### config.mk
export PLATFORM = sky130hd
export DESIGN_NAME = fir_mac_seq
export DESIGN_NICKNAME = d
export VERILOG_FILES = /design/src/rtl/fir_mac_seq.sv
export SDC_FILE = /design/constraint.sdc
export NUM_CORES = 1
export LEC_CHECK = 0
export CAP_MARGIN = 20
export CORE_MARGIN = 4
export CORE_UTILIZATION = 35
export DETAILED_ROUTE_END_ITERATION = 8
export SLEW_MARGIN = 10
export SYNTH_ARGS = -nofsm -noshare
export SYNTH_HDL_FRONTEND = slang
export SYNTH_SLANG_ARGS = --single-unit
### constraint.sdc
create_clock -name clk -period 2.7 [get_ports clk]
set_input_delay 0.675 -clock clk [delete_from_list [all_inputs] [get_ports clk]]
set_output_delay 0.675 -clock clk [all_outputs]
set_load 0.02 [all_outputs]
### src/rtl/fir_mac_seq.sv
// FIR MAC sequencer: writes each new sample into the circular delay line,
// walks the taps, times the accumulator controls and loads the output.
module fir_mac_seq #(
  parameter int NTAPS   = 16,
  parameter int ADDR_W  = 4,
  parameter int MAC_LAT = 2
) (
  input  logic              clk,
  input  logic              reset,
  input  logic              st,
  input  logic              en,
  input  logic              ovr_clr,
  output logic              smp_we,
  output logic [ADDR_W-1:0] wr_ptr,
  output logic [ADDR_W-1:0] dl_addr,
  output logic [ADDR_W-1:0] co_addr,
  output logic              acc_clr,
  output logic              acc_en,
  output logic              y_ld,
  output logic              busy,
  output logic              ovr
);

  localparam int DW = (MAC_LAT > 1) ? $clog2(MAC_LAT) : 1;
  localparam logic [ADDR_W-1:0] LAST_TAP = ADDR_W'(NTAPS - 1);
  localparam logic [ADDR_W-1:0] NT       = ADDR_W'(NTAPS);
  localparam logic [DW-1:0]     LAST_DR  = DW'(MAC_LAT - 1);

  typedef enum logic [2:0] {
    S_IDLE,
    S_WRITE,
    S_MAC,
    S_DRAIN,
    S_LOAD
  } state_t;

  state_t              state_q;
  logic [ADDR_W-1:0]   k_q;
  logic [DW-1:0]       dr_q;
  logic [ADDR_W-1:0]   wr_ptr_q;
  logic [ADDR_W-1:0]   dl_addr_q;
  logic [ADDR_W-1:0]   co_addr_q;
  logic [ADDR_W-1:0]   dl_d;
  logic [MAC_LAT:0]    vld_q;
  logic                smp_we_q;
  logic                acc_clr_q;
  logic                y_ld_q;
  logic                busy_q;
  logic                ovr_q;

  // Delay-line read address for tap k: newest sample minus k, wrapped mod NTAPS.
  always_comb begin
    dl_d = '0;
    if (wr_ptr_q >= k_q) dl_d = wr_ptr_q - k_q;
    else                 dl_d = wr_ptr_q + NT - k_q;
  end

  // Sequencer FSM; outputs are registered decodes of the state one edge later.
  always_ff @(posedge clk or posedge reset) begin
    if (reset) begin
      state_q   <= S_IDLE;
      k_q       <= '0;
      dr_q      <= '0;
      wr_ptr_q  <= '0;
      dl_addr_q <= '0;
      co_addr_q <= '0;
      vld_q     <= '0;
      smp_we_q  <= 1'b0;
      acc_clr_q <= 1'b0;
      y_ld_q    <= 1'b0;
      busy_q    <= 1'b0;
      ovr_q     <= 1'b0;
    end else begin
      smp_we_q  <= (state_q == S_WRITE);
      acc_clr_q <= (state_q == S_WRITE);
      y_ld_q    <= (state_q == S_LOAD);
      busy_q    <= (state_q != S_IDLE);
      vld_q     <= {vld_q[MAC_LAT-1:0], (state_q == S_MAC)};
      if (st && (state_q != S_IDLE)) ovr_q <= 1'b1;
      else if (ovr_clr)              ovr_q <= 1'b0;
      unique case (state_q)
        S_IDLE: begin
          if (st && en) state_q <= S_WRITE;
        end
        S_WRITE: begin
          dl_addr_q <= wr_ptr_q;
          co_addr_q <= '0;
          k_q       <= '0;
          state_q   <= S_MAC;
        end
        S_MAC: begin
          co_addr_q <= k_q;
          dl_addr_q <= dl_d;
          k_q       <= k_q + 1'b1;
          if (k_q == LAST_TAP) begin
            dr_q    <= '0;
            state_q <= S_DRAIN;
          end
        end
        S_DRAIN: begin
          dr_q <= dr_q + 1'b1;
          if (dr_q == LAST_DR) state_q <= S_LOAD;
        end
        S_LOAD: begin
          wr_ptr_q <= (wr_ptr_q == LAST_TAP) ? '0 : wr_ptr_q + 1'b1;
          state_q  <= S_IDLE;
        end
        default: state_q <= S_IDLE;
      endcase
    end
  end

  assign smp_we  = smp_we_q;
  assign wr_ptr  = wr_ptr_q;
  assign dl_addr = dl_addr_q;
  assign co_addr = co_addr_q;
  assign acc_clr = acc_clr_q;
  assign acc_en  = vld_q[MAC_LAT];
  assign y_ld    = y_ld_q;
  assign busy    = busy_q;
  assign ovr     = ovr_q;

endmodule

==> results.ini, run 1 <==
[grt]
grt_util_all_layers_pct = 12.5
grt_max_degree = 28
grt_pass1_wl_mm = 4.24
grt_pass1_vias = 874
grt_antenna_before_repair = 0
grt_overflow_total = 0

[worst_setup_path]
cpLargestDelayFamily = buffers and inverters
ff2ff_path_depth = 5
regToRegSetupSlack_ns = 0.64
crit_type = flip-flop to output port
critPathSlowestCell = clkdlybuf4s50_1
arrival_ns = 1.54
crit_path_end_kind = output port
crit_path_max_incr_delay_ns = 0.68
cp-startpoint = wr_ptr[1]
path_cells = clkdlybuf4s50_1
path_depth = 1
path_buf_inv = 1
critPathMaxFanout = 8
critical_path.startpoint_type = flip-flop
r2r_end = dl_addr[3]
critPathCapture = wr_ptr[1]
timing.rr.start = wr_ptr[2]
critPathRequiredTime_ns = 2.03

[layout]
nets = 143
drive_gt1_share_pct = 13.7
antennaDiodeCount = 0
fin_util_pct = 44.9
instances_no_fill = 177
area_growth_pct = 22.7

[timing]
min_period_ns = 2.22
setup_tns_ns = 0
drv_slew = 0
holdWs_ns = 0.369
worst_slew_pin_slew_ns = 0.448
rsz0062_at_grt = false
finalSetupViolations = 0
skew_ns = 0.00463
fmax_mhz = 451
timing.slew.headroom_pct = 70.0
hold_violations = 0
fin_crit_sh_pct = 82.1

[clocking]
cts_made_buffers = 3
cts_htree_levels = 1
cts_tree = done
clkLatencyLatePin_ns = 0.33
clock-sinks = 27
hold_buffers = 0
cts.path.max_buffers = 2
cts_resized = 0
clk_pin_slew_worst_paths_ns = 0.15
ctsRootBufferMaster = clkbuf_4
cts_setup_buffers = 0

[floorplanning]
die-height_um = 67.5
die-area_um2 = 4560
std_cell_rows = 21
core_area_um2 = 3390
pin_count = 23
start_util_pct = 36.6
die_w_um = 67.5

[synth]
synthAdderAreaFrac_pct = 6.66
postSynthCellCount = 107
synth_top_area_cell = dfrtp_1
synth_compound_area_share_pct = 14.4
yosysWarnings = 0
syn-cell-area_um2 = 1240
synth-simple-area-share_pct = 15.2
synth_top_family_by_area = simple AND/OR/NAND/NOR gates
synth_top_area_share_pct = 54.5
synthFlopType = dfrtp_1
synth_nets = 118
synth-xor-area-share_pct = 2.12
syn_area_per_cell_um2 = 11.6
ys_seq_area_share_pct = 54.5
synth_area_leaders = dfrtp_1 (54%), o21ai_0 (5.2%), ha_1 (5.0%)
ys_types = 35
ys_seq_elements = 27
async_reset_ff_share_pct = 100
synth_edf_count = 0
synthMostInstantiatedCell = dfrtp_1
synth.area.mux_share_pct = 0.908
synthTopCellsByCount = dfrtp_1 (27), o21ai_0 (13), nand2_1 (9)

[worst_hold_path]
hold_class = flip-flop to flip-flop
min_path_cells = 0

[placement]
place_congestion = 0.815
dp.cells = 173
dp.final_hpwl_mm = 1.72
io_buffers = 22

[pwr]
power.leakage_nw = 0.670
cellPowerDensity_nw_per_um2 = 1200
ir_worst_vdd_mv = 0.584
totalPowerFinal_mw = 1.82

[drt]
drt_iter0_drc = 36
avgViaCountPerCell = 4.95
drt_first_pass_iters = 4
antenna_left = 0
drt_wl_total_mm = 2.48
post-route-drc-count = 0
via_count = 877
wl_per_cell_um = 14.0

[run_status]
status = complete, no violations

[job]
maxCapViolCount = 0

## layout by cell type (no fill, tap or decap), types with 2 or more instances in the layout
| cell | synthesis | layout |
|---|---|---|
| nand2_1 | 9 | 9 |
| a22o_2 | 3 | 3 |
| o21ai_0 | 13 | 13 |
| nor3b_2 | 2 | 2 |
| dfrtp_1 | 27 | 27 |
| buf_4 | 2 | 2 |
| xnor2_1 | 3 | 3 |
| nand3_1 | 3 | 3 |
| a221o_2 | 2 | 2 |
| nor2_1 | 7 | 7 |
| inv_1 | 6 | 6 |
| ha_1 | 5 | 5 |
| clkbuf_4 | 0 | 3 |
| clkdlybuf4s50_1 | 0 | 22 |
| nand4_1 | 2 | 2 |
## registers in the layout, summed over array words and instances (netlist names)
name	flops
state_q	3
acc_clr	1
wr_ptr	4
y_ld	1
co_addr	4
dl_addr	4
ovr	1
dr_q	1
k_q	4
busy	1
vld_q	3
## area by class of cell
cell class,count,area (um2)
Inverter,7,38.8
Tap cell,46,57.6
Sequential cell,27,676
Timing Repair Buffer,24,235
Clock buffer,4,26.3
Fill cell,332,1870
Multi-Input combinational cell,69,488
## cell families (layout without fill, tap and decap cells)
group / Yosys count / after routing
multiplexers: 1 / 1
adder cells (fa/ha/maj): 6 / 6
flip-flops: 27 / 27
AND/OR/NAND/NOR: 33 / 33
AO/OA/AOI/OAI: 26 / 26
XOR/XNOR: 3 / 3
buffers and inverters: 11 / 35
## how the worst min path moves through the flow
stage | to | startpoint | slack [ns]
after floorplan | vld_q[1] | vld_q[0] | 0.33
after global placement | vld_q[2] | vld_q[1] | 0.33
after detailed placement | vld_q[1] | vld_q[0] | 0.34
after CTS | vld_q[1] | vld_q[0] | 0.37
after global routing | vld_q[1] | vld_q[0] | 0.37
final | vld_q[1] | vld_q[0] | 0.37
## stage by stage
| stage | cell area (um2) | setup WS, ns |
|---|---|---|
| after floorplan | 1240 | 0.660 |
| after global placement | 1500 | 0.705 |
| after detailed placement | 1500 | 0.666 |
| after CTS | 1520 | 0.473 |
| after global routing | 1520 | 0.402 |
| final | 1520 | 0.483 |
## per-layer routing
metal	up-vias	part of all wire (%)	global-route usage, %
met5	-	0	0
met4	0	0.77	3.04
met3	4	8.1	4.99
met2	35	43	19.1
met1	415	48	16.4
li1	423	-	-
## power by group
part	switching [mW]	internal (mW)	total, mW
combinational	0.480	0.450	0.930
sequential	0.143	0.565	0.708
clock	0.126	0.0580	0.184
total	0.748	1.07	1.82
No activity file was read; power rests on OpenSTA's default activity.
==> run 2, diff against run 1 <==
==> constraint.sdc (replaced) <==
create_clock -name clk -period 1.9 [get_ports clk]
set_input_delay 0.475 -clock clk [delete_from_list [all_inputs] [get_ports clk]]
set_output_delay 0.475 -clock clk [all_outputs]
set_load 0.02 [all_outputs]
==> run 2 against run 1 <==
Effect of this change: cell area is 7.0% higher; clock skew increased by 0.0048 ns; power is 53% higher; clock power is 37% higher; combinational power rose by 73%; clock-buffer cell count down 1; die area unchanged; first-iteration DRC count decreased by 25%; via count increased by 7.6%; setup slack lost 0.45 ns; largest cell class unchanged; highest routed layer unchanged.
==> results.ini, run 2 (synthesis results as in run 1) <==
[pwr]
ir_worst_vdd_mv = 0.697  ; +19%
p_seq_share_pct = 33.3  ; -5.6 points
cellPowerDensity_nw_per_um2 = 1710  ; +43%
power_frac_comb_pct = 57.7  ; +6.6 points
p_int_mw = 1.67  ; +56%
totalPowerFinal_mw = 2.79  ; +53%
clkPwrFrac_pct = 9.0  ; -1.1 points
switching_share_pct = 40.1  ; -0.96 points
power.leakage_nw = 0.746  ; +11%
switchingPower_mw = 1.12  ; +50%

[clocking]
clock-sinks = 27  ; unchanged
ctsRootBufferMaster = clkbuf_4
clk_pin_slew_worst_paths_ns = 0.15  ; about the same
cts_made_buffers = 3  ; unchanged
clkLatencyLatePin_ns = 0.33  ; about the same
cts_tree = done
cts.path.max_buffers = 2  ; unchanged
hold_buffers = 0  ; unchanged
cts_htree_levels = 1  ; unchanged

[drt]
wl_met2_mm = 1.29  ; +20%
via_count = 944  ; +7.6%
antenna_left = 0  ; unchanged
drt_iter0_drc = 27  ; -25%
top_layer = met4
avgViaCountPerCell = 4.99  ; +0.81%
drt_wl_total_mm = 2.70  ; +8.8%
met3_length_um = 101  ; -50%
post-route-drc-count = 0  ; unchanged
wl_per_cell_um = 14.3  ; +1.8%
drt_first_pass_iters = 6  ; +2
drt-met1-wl_mm = 1.27  ; +6.4%

[job]
maxCapViolCount = 0  ; unchanged

[grt]
grt_util_all_layers_pct = 13.1  ; +0.62 points
grt_pass1_wl_mm = 4.48  ; +5.5%
grt_pass1_vias = 942  ; +7.8%
grt_antenna_before_repair = 0  ; unchanged
grt_max_degree = 28  ; unchanged
grt_overflow_total = 0  ; unchanged

[worst_hold_path]
worstHoldStart = vld_q[0]
min_path_cells = 0  ; unchanged
hold_class = flip-flop to flip-flop
holdPathEnd = vld_q[1]

[worst_setup_path]
crit_path_end_kind = flip-flop
critPathMaxFanout = 3  ; -5
crit_type = flip-flop to flip-flop
critPathRequiredTime_ns = 2.14  ; +0.11 ns
ff2ff_path_depth = 6  ; +1
critPathSlowestCell = dfrtp_1
crit_path_max_incr_delay_ns = 0.41  ; -0.27 ns
r2r_end = dl_addr[3]
critical_path.startpoint_type = flip-flop
path_cells = inv_2, ha_4, a21o_1, or3_4, a31o_2, a221o_1
path_buf_inv = 1  ; unchanged
regToRegSetupSlack_ns = 0.04  ; -0.60 ns
cpLargestDelayFamily = compound AO/OA/AOI/OAI gates
timing.rr.start = k_q[2]
arrival_ns = 2.10  ; +0.56 ns

[floorplanning]
std_cell_rows = 21  ; unchanged
die-area_um2 = 4560  ; unchanged
die_w_um = 67.5  ; unchanged
die-height_um = 67.5  ; unchanged
pin_count = 23  ; unchanged
start_util_pct = 36.6  ; unchanged
core_area_um2 = 3390  ; unchanged

[layout]
nets = 155  ; +8.4%
area_growth_pct = 31.3
drive_gt1_share_pct = 25.9  ; +12 points
design_area_um2 = 1630  ; +7.0%
final_common_cell = dfrtp_1
final_cell_mix = dfrtp_1 (25), clkdlybuf4s50_1 (18), buf_4 (14)
antennaDiodeCount = 0  ; unchanged

[timing]
fin_crit_sh_pct = 98.1
skew_ns = 0.00940  ; +0.00477 ns
finalSetupViolations = 0  ; unchanged
hold_violations = 0  ; unchanged
holdWs_ns = 0.367  ; -0.00189 ns
worst_slew_pin_slew_ns = 0.478  ; +0.0300 ns
min_period_ns = 1.86
drv_slew = 0  ; unchanged
timing.slew.headroom_pct = 68.0  ; -2.0 points
fmax_mhz = 536

[placement]
place_congestion = 0.737  ; -9.6%
dpl_cell_area_um2 = 1590  ; +6.5%
io_buffers = 22  ; unchanged
dp.final_hpwl_mm = 1.90  ; +10%

[run_status]
status = complete, no violations

==> run 2: cell count changes in the layout (fill, tap and decap cells not counted), sizes merged <==
cell	previous run	this run
clkdlybuf4s50	22	18
buf	2	14
dlygate4sd2	0	4
clkinv	1	2
clkbuf	4	3
==> run 2: power groups by stage <==
stage | clock network [mW] | registers, mW | logic [mW]
finish | 0.252 | 0.929 | 1.61
global route | 0.287 | 0.954 | 1.77
CTS | 0.261 | 0.931 | 1.60
detailed placement | 0 | 0.942 | 1.60
global placement | 0 | 0.935 | 1.56
floorplan | 0 | 1.12 | 0.844
==> run 2: worst max-delay path by stage <==
stage | end | cells after the start | from | slack (ns)
after global placement | dl_addr[3] | 6 | k_q[2] | 0.05
after CTS | dl_addr[3] | 6 | k_q[2] | 0.03
after global routing | dl_addr[3] | 6 | k_q[1] | -0.004
final | dl_addr[3] | 6 | k_q[2] | 0.04
after floorplan | dl_addr[3] | 5 | wr_ptr[2] | 0.02
after detailed placement | dl_addr[3] | 6 | k_q[2] | 0.003
==> run 2: routing by layer <==
| metal | vias up | track usage [%] |
|---|---|---|
| li1 | 455 | - |
| met1 | 457 | 17.4 |
| met2 | 27 | 20.9 |
| met3 | 5 | 2.33 |
| met4 | 0 | 5.32 |
| met5 | - | 0 |
==> run 2: final cells by class <==
class	count	area, um2
fillers	335	1760
flip-flops and latches	27	678
multi-input cells	69	505
repair buffers	36	320
well taps	46	57.6
inverters	7	38.8
clock buffers	3	22.5
clock inverters	1	5.00
==> run 2: metrics by stage <==
stage,TNS [ns],setup WS [ns],std cells,utilization (%)
3_5_place_dp,0,0.00305,184,47.0
2_1_floorplan,0,0.0153,107,-
6_report,0,0.0354,189,48.0
4_1_cts,0,0.0258,188,47.7
5_1_grt,-0.00409,-0.00409,189,48.0
3_3_place_gp,0,0.0482,184,47.0
==> run 2: timing repair <==
item,CTS,global route
setup endpoints to repair,5,1
setup buffers,0,1
resized for setup,5,2
pin swaps,0,1
endpoints found under the hold margin,0,0
==> run 3, diff against run 2 <==
--- a/config.mk
+++ b/config.mk
@@ -9,6 +9,7 @@
 export CORE_MARGIN = 4
 export CORE_UTILIZATION = 35
 export DETAILED_ROUTE_END_ITERATION = 8
+export HOLD_SLACK_MARGIN = 0.15
 export SLEW_MARGIN = 10
 export SYNTH_ARGS = -nofsm -noshare
 export SYNTH_HDL_FRONTEND = slang
==> results of run 3 <==
No change in the layout: final DEF, timing and power equal those of run 2.
